[config.mk]
export PLATFORM = sky130hd
export DESIGN_NAME = alu_ctrl
export DESIGN_NICKNAME = d
export VERILOG_FILES = /design/src/rtl/alu_ctrl.sv
export SDC_FILE = /design/constraint.sdc
export NUM_CORES = 1
export LEC_CHECK = 0
export CAP_MARGIN = 20
export CORE_MARGIN = 5
export CORE_UTILIZATION = 50
export DETAILED_ROUTE_END_ITERATION = 8
export GPL_ROUTABILITY_DRIVEN = 0
export PLACE_DENSITY_LB_ADDON = 0.12
export SLEW_MARGIN = 20
export SYNTH_ARGS = -nofsm -noshare
export SYNTH_HDL_FRONTEND = slang
export SYNTH_SLANG_ARGS = --single-unit
[constraint.sdc]
create_clock -name clk -period 3.14 [get_ports clk]
set_clock_uncertainty 0.05 [all_clocks]
set_input_delay 0.471 -clock clk [delete_from_list [all_inputs] [get_ports clk]]
set_output_delay 0.471 -clock clk [all_outputs]
set_load 0.03 [all_outputs]
[src/rtl/alu_ctrl.sv]
// Sequencing controller for an external ALU: fetches operands from a 16x16
// register file, drives the ALU for one cycle, then writes back result and PSR.
module alu_ctrl (
   input  logic        clk,
   input  logic        reset,
   input  logic        instr_valid,
   output logic        instr_ready,
   input  logic [7:0]  instr_op,
   input  logic [3:0]  instr_rd,
   input  logic [3:0]  instr_rs,
   input  logic [7:0]  instr_imm,
   input  logic        instr_is_imm,
   input  logic        instr_imm_zext,
   output logic [15:0] alu_a,
   output logic [15:0] alu_b,
   output logic [7:0]  alu_op,
   output logic        alu_cin,
   input  logic [15:0] alu_c,
   input  logic [4:0]  alu_flags,
   output logic [4:0]  psr,
   output logic        done,
   input  logic [3:0]  dbg_addr,
   output logic [15:0] dbg_data
);

   typedef enum logic [1:0] {S_IDLE, S_READ, S_EXEC, S_WB} state_t;

   state_t      r_state;
   logic [7:0]  r_op;
   logic [3:0]  r_rd;
   logic [3:0]  r_rs;
   logic [7:0]  r_imm;
   logic        r_is_imm;
   logic        r_zext;
   logic [15:0] r_alu_a;
   logic [15:0] r_alu_b;
   logic [7:0]  r_alu_op;
   logic        r_alu_cin;
   logic [15:0] r_res;
   logic [4:0]  r_flags;
   logic [4:0]  r_psr;
   logic        r_done;
   logic [15:0] r_regs [16];

   logic [15:0] w_imm_ext;
   logic        w_no_wb;

   always_comb begin
      w_imm_ext = r_zext ? {8'h00, r_imm} : {{8{r_imm[7]}}, r_imm};
      w_no_wb   = (r_op == 8'h00) || (r_op == 8'h0B) || (r_op == 8'h0F) ||
                  (r_op[7:4] == 4'hB) || (r_op[7:4] == 4'hE);
   end

   // ALU drive registers are loaded only on the READ edge and cleared on the
   // EXEC edge, so they read as zero/NOP in every other state.
   always_ff @(posedge clk) begin
      if (reset) begin
         r_state   <= S_IDLE;
         r_op      <= '0;
         r_rd      <= '0;
         r_rs      <= '0;
         r_imm     <= '0;
         r_is_imm  <= 1'b0;
         r_zext    <= 1'b0;
         r_alu_a   <= '0;
         r_alu_b   <= '0;
         r_alu_op  <= '0;
         r_alu_cin <= 1'b0;
         r_res     <= '0;
         r_flags   <= '0;
         r_psr     <= '0;
         r_done    <= 1'b0;
         for (int unsigned i = 0; i < 16; i++) begin
            r_regs[i] <= '0;
         end
      end else begin
         case (r_state)
            S_IDLE: begin
               if (instr_valid) begin
                  r_op     <= instr_op;
                  r_rd     <= instr_rd;
                  r_rs     <= instr_rs;
                  r_imm    <= instr_imm;
                  r_is_imm <= instr_is_imm;
                  r_zext   <= instr_imm_zext;
                  r_state  <= S_READ;
               end
            end
            S_READ: begin
               r_alu_a   <= r_regs[r_rd];
               r_alu_b   <= r_is_imm ? w_imm_ext : r_regs[r_rs];
               r_alu_op  <= r_op;
               r_alu_cin <= r_psr[0];
               r_state   <= S_EXEC;
            end
            S_EXEC: begin
               r_res     <= alu_c;
               r_flags   <= alu_flags;
               r_alu_a   <= '0;
               r_alu_b   <= '0;
               r_alu_op  <= '0;
               r_alu_cin <= 1'b0;
               r_done    <= 1'b1;
               r_state   <= S_WB;
            end
            S_WB: begin
               if (!w_no_wb) begin
                  r_regs[r_rd] <= r_res;
               end
               if (r_op != 8'h00) begin
                  r_psr <= r_flags;
               end
               r_done  <= 1'b0;
               r_state <= S_IDLE;
            end
            default: r_state <= S_IDLE;
         endcase
      end
   end

   assign instr_ready = (r_state == S_IDLE) && !reset;
   assign alu_a       = r_alu_a;
   assign alu_b       = r_alu_b;
   assign alu_op      = r_alu_op;
   assign alu_cin     = r_alu_cin;
   assign psr         = r_psr;
   assign done        = r_done;
   assign dbg_data    = r_regs[dbg_addr];

endmodule
==> results.md, run 1 <==
- Register area share after synthesis: 0.5067
- Rel. slew slack: 0.3833
- CTS H-tree lvls: 2
- Clock Sinks: 360
- First-pass GRT wire length: 90360 um
- Area occupied by multi-input gates: 8939 um^2
- WP data arrival: 2.26 ns
- DR pass1 iterations: 5
- Yosys reg bits: 360
- RR Startpoint: r_state[1]
- Most area-hungry cell type in the Yosys netlist: edfxtp_1
- Power Dens Cells: 640.8 nW/um^2
- Post-Syn Nets: 1465
- WS Path Type: in2out
- Placement Rows: 72
- Commonest non-fill, non-tap cell in the layout: and2_1
- Yosys top cell area share: 0.3987
- Placed Area: 21280 um^2
- Fin cells: 2071
- Via count: 13174
- CP max stage delay: 0.54 ns
- Number of antenna diodes: 0
- Setup-failing EPs final: 0
- Min-delay src: reset
- Detailed Route WL: 62490 um
- Worst VDD drop: 0.4352 mV
- Setup TNS: 0 ns
- Synth unique cells: 43
- Required time of the critical path: 2.62 ns
- CTS max path bufs: 3
- Min Tclk post-route: 2.776 ns
- Root buf cell: clkbuf_16
- Initial Util: 0.5024
- Die H: 206.4 um
- Cell Chain, Critical Path: buf_4 > buf_12 > mux4_2 > mux4_2 > buf_4
- Area grow syn2layout: 16.86%
- Initial drt markers: 1427
- I/O pins: 118
- Slew Viols, Final: 0
- Placed Instances: 1999
- Crit-path max FO: 24
- WP buf/inv: 3
- Post-synth ARST share: 0
- Hold Violations, Final: 0
- Vias in the first global route: 13079
- Delay-heaviest family, CP: multiplexers
- Clock tree from TritonCTS: yes
- Clock transition at path regs: 0.06 ns
- Cell count after synthesis: 1407
- Post-route cell area: 22530 um^2
- Filler Cell Count: 3113
- Leakage Power: 0.007823 uW
- GRT Total Usage: 0.2963
- # Post-CTS Setup Buffers: 0
- CTS resizes: 0
- Initial antenna violation count: 3
- Post-layout util: 0.5871
- Placeable Area: 38380 um^2
- Post-synth top flop: edfxtp_1
- Post-synth EDFFs: 256
- Hpwl dp: 40850 um
- Fmax: 360.2 MHz
- Nets: 1581
- Post-CTS Hold Fix Bufs: 0
- Wire per inst: 30.18 um
- Syn Area/Cell: 13.70 um^2
- Outcome: complete, no violations
- Commonest cells after routing, fill and taps aside: 265 x and2_1, 256 x edfxtp_1, 178 x mux4_2
- Fin crit share: 0.8841
- Setup crit start: dbg_addr[0]
- CP startpoint kind: input pin
- Die area: 42590 um^2
- DRC: 0
- Gr ovfl total: 0
- Reg area: 9782 um^2
- Max_cap viols: 0
- Critical Path End Type: output pin
- Total power: 14440 uW
- Area of the mapped netlist: 19280 um^2
- Worst hold path class: in2reg
- Share of post-route cells with drive strength above 1: 0.2344
- Vias per std cell: 6.361
- Port-buffer cells: 117
- CTS Buf Count: 40
- Synth warnings: 0
- Slew @ Worst Pin: 0.9217 ns
- Post-route antenna net violation count: 0
- Clk_lat worst skew: 0.54 ns
- RSZ-0062 raised after global routing: no
- Critical-path top delay cell: mux4_2
- Largest net degree at the start of global routing: 65
- Die W: 206.4 um
- Synth area leaders: edfxtp_1 40%, mux4_2 21%, dfxtp_1 11%, and2_1 8.6%, mux2i_1 5.0%
where the power goes:
| part | switching [uW] | internal, uW |
|---|---|---|
| clock | 1890 | 2700 |
| combinational | 2120 | 1590 |
| sequential | 621 | 5510 |
| total | 4640 | 9800 |
cell usage after synthesis, types with 9 or more instances:
| master | instances |
|---|---|
| mux2i_1 | 97 |
| nand3_1 | 34 |
| nor2_1 | 43 |
| o211ai_1 | 9 |
| a21oi_1 | 43 |
| mux4_2 | 178 |
| and2_1 | 265 |
| nand2_1 | 84 |
| dfxtp_1 | 104 |
| clkbuf_1 | 74 |
| nor3_1 | 9 |
| nor4_4 | 10 |
| nor2b_1 | 28 |
| a22oi_1 | 53 |
| buf_1 | 13 |
| buf_2 | 26 |
| edfxtp_1 | 256 |
| buf_4 | 11 |
| or2_1 | 16 |
path summary, 6_finish.rpt:
| kind | end | slack, ns | cells past startpoint |
|---|---|---|---|
| hold / removal | r_res[1] | 0.18 | 2 |
| setup / recovery | dbg_data[10] | 0.36 | 5 |
| hold reg to reg | alu_b[3] | 0.40 | 2 |
| setup reg to reg | r_regs[7][6] | 0.70 | 7 |
worst reg2reg max path, stage by stage, from the launching register on:
cell     delay [ns]
dfxtp_1        0.39
ha_1           0.24
inv_1          0.05
a311o_1        0.28
buf_4          0.25
nor4_4         0.30
or2_1          0.13
buf_4          0.38
stage by stage:
stage | hold WS [ns] | setup slack [ns]
2_1_floorplan | 0.3859 | 0.3575
3_3_place_gp | 0.3851 | 0.3594
3_5_place_dp | 0.3876 | 0.3465
4_1_cts | 0.1599 | 0.3444
5_1_grt | 0.1698 | 0.3028
6_report | 0.1805 | 0.3640
metal layers:
layer / vias up / GRT usage / wire [um]
met1: 6626 / 0.4186 / 24580
met4: 0 / 0.08460 / 1853
met2: 848 / 0.4652 / 29170
met5: - / 0 / 0
li1: 5584 / - / -
met3: 116 / 0.06841 / 6890
cell type report:
| class | count | area share |
|---|---|---|
| inverters | 4 | 0.0006664 |
| clock inverters | 14 | 0.006442 |
| repair buffers | 200 | 0.08397 |
| multi-input cells | 917 | 0.3967 |
| well taps | 518 | 0.02877 |
| clock buffers | 58 | 0.04926 |
| flip-flops and latches | 360 | 0.4342 |
cells by family after synthesis:
group	share of synthesized area
simple gates	0.1582
compound gates	0.04322
flops	0.5067
fa+ha+maj	0.002596
xor+xnor	0.0004544
mux	0.2589
buf+inv	0.02992
flip-flops by register name (all words and copies together), names as in the netlist, named ones only:
name      count
r_imm         8
r_rs          4
done          1
psr           5
alu_b        16
r_op          8
r_rd          4
r_regs      256
r_flags       5
r_is_imm      1
alu_a        16
alu_cin       1
r_state       2
alu_op        8
r_zext        1
r_res        16
Note: power is estimated with default switching activity, not from simulation.
==> inputs of run 2 (changes only) <==
CORE_MARGIN = not set   (was 5)
==> results.md, run 2 (synthesized netlist as in run 1, its figures left out) <==
- Outcome: complete, no violations
- RR Startpoint: r_op[3]
- Critical Path End Type: output pin
- Initial drt markers: 1714
- Gr ovfl total: 0
- Share of post-route cells with drive strength above 1: 0.2331
- Clock Sinks: 360
- CTS resizes: 0
- Fin crit share: 0.9041
- CTS H-tree lvls: 2
- Reg area: 9782 um^2
- Most frequent CP cell: mux4_2
- First-pass GRT wire length: 89820 um
- Wire per inst: 29.68 um
- Die W: 198.4 um
- Detailed Route WL: 61150 um
- Filler Cell Count: 3055
- Min-delay src: reset
- Commonest cells after routing, fill and taps aside: 265 x and2_1, 256 x edfxtp_1, 178 x mux4_2
- Min Hold Slack: 0.2223 ns
- Worst hold path class: in2reg
- I/O pins: 118
- Nets: 1578
- Clock transition at path regs: 0.06 ns
- Clk pwr share: 0.317
- Critical-path top delay cell: mux4_2
- WP data arrival: 2.32 ns
- Post-route cell area: 22460 um^2
- Hpwl dp: 42010 um
- R2R depth: 6
- Number of antenna diodes: 0
- Cell Chain, Critical Path: mux4_2 > mux4_2 > buf_4
- Die area: 39350 um^2
- GRT Total Usage: 0.3234
- Min Tclk post-route: 2.839 ns
- Vias per std cell: 6.421
- Post-layout util: 0.5934
- Max reg flops: 256
- # Post-CTS Setup Buffers: 0
- Placeable Area: 37840 um^2
- Slew Viols, Final: 0
- Commonest non-fill, non-tap cell in the layout: and2_1
- Hold Violations, Final: 0
- Via count: 13228
- DRC: 0
- Switching Share: 0.3225
- Crit-path max FO: 3
- Placement Rows: 71
- Leakage Power: 0.007788 uW
- CP startpoint kind: flop
- Switching pwr: 4662 uW
- Power share of the combinational group: 0.256
- Max_cap viols: 0
- RSZ-0062 raised after global routing: no
- Rel. slew slack: 0.3807
- Initial Util: 0.5095
- Vias in the first global route: 13156
- Setup-failing EPs final: 0
- Placed Area: 21210 um^2
- Port-buffer cells: 117
- Clock tree from TritonCTS: yes
- CTS max path bufs: 3
- Post-CTS Hold Fix Bufs: 0
- Seq pwr share: 0.427
- DR pass1 iterations: 7
- Hold Path Cell Cnt: 2
- Post-route antenna net violation count: 0
- Largest net degree at the start of global routing: 42
- Area grow syn2layout: 16.48%
- RR Endpoint: r_regs[10][15]
- Worst VDD drop: 0.5153 mV
- Clk_lat worst skew: 0.56 ns
- WS Path Type: reg2out
- Initial antenna violation count: 2
- Worst Hold Path EP: r_res[3]
- Required time of the critical path: 2.62 ns
- Die H: 198.4 um
- CTS Buf Count: 40
- Setup TNS: 0 ns
- Flop-to-flop setup slack: 0.53 ns
- Power Dens Cells: 643.7 nW/um^2
- Fmax: 352.3 MHz
- Slew @ Worst Pin: 0.9270 ns
- Int Pwr: 9794 uW
- Area occupied by multi-input gates: 8939 um^2
- CP max stage delay: 0.54 ns
- Largest register by flop count: r_regs
- Root buf cell: clkbuf_16
[run 2: cell count changes in the layout (fill, tap and decap cells not counted), sizes merged]
cell      before  now
buf          102   99
clkinvlp       0    1
clkinv        10   12
inv            5    4
clkbuf        58   55
[run 2: worst max-delay path by stage]
stage | slack [ns] | end | start
6_report | 0.30 | dbg_data[6] | r_regs[15][6]
5_1_grt | 0.27 | dbg_data[6] | r_regs[14][6]
4_1_cts | 0.30 | dbg_data[4] | r_regs[15][4]
3_5_place_dp | 0.39 | dbg_data[15] | dbg_addr[0]
3_3_place_gp | 0.42 | dbg_data[7] | dbg_addr[0]
2_1_floorplan | 0.36 | dbg_data[0] | dbg_addr[0]
[run 2: metrics by stage]
step / power (uW) / setup WS (ns) / std cells
floorplan: 8370 / 0.3575 / 1407
global placement: 9871 / 0.4201 / 1989
detailed placement: 9911 / 0.3911 / 1989
CTS: 14460 / 0.2983 / 2060
global route: 14940 / 0.2682 / 2060
finish: 14460 / 0.3012 / 2060
[run 2: cell type report]
type                            instances  area share
Sequential cell                       360      0.4356
Clock buffer                           55     0.04892
Timing Repair Buffer                  197     0.08157
Inverter                                4   0.0006686
Tap cell                              511     0.02847
Clock inverter                         16    0.006742
Multi-Input combinational cell        917      0.3980
[run 2: worst max-delay path, delay by kind of cell (launching register included)]
family,cells,cell delay (ns)
buffers and inverters,1,0.20
multiplexers,2,1.05
flip-flops,1,0.52
[run 2: metal layers]
metal	up-vias	track usage	routed length [um]	share of wire
li1	5583	-	-	-
met4	0	0.1062	1839	0.030
met5	-	0	0	0
met1	6707	0.4477	24360	0.40
met3	109	0.1083	7391	0.12
met2	829	0.4790	27560	0.45
[run 2: power groups by stage]
stage | registers, uW | logic (uW) | clock network, uW
finish | 6180 | 3690 | 4590
global route | 6230 | 3880 | 4830
CTS | 6160 | 3670 | 4630
detailed placement | 6250 | 3660 | 0
global placement | 6240 | 3630 | 0
floorplan | 6170 | 2200 | 0
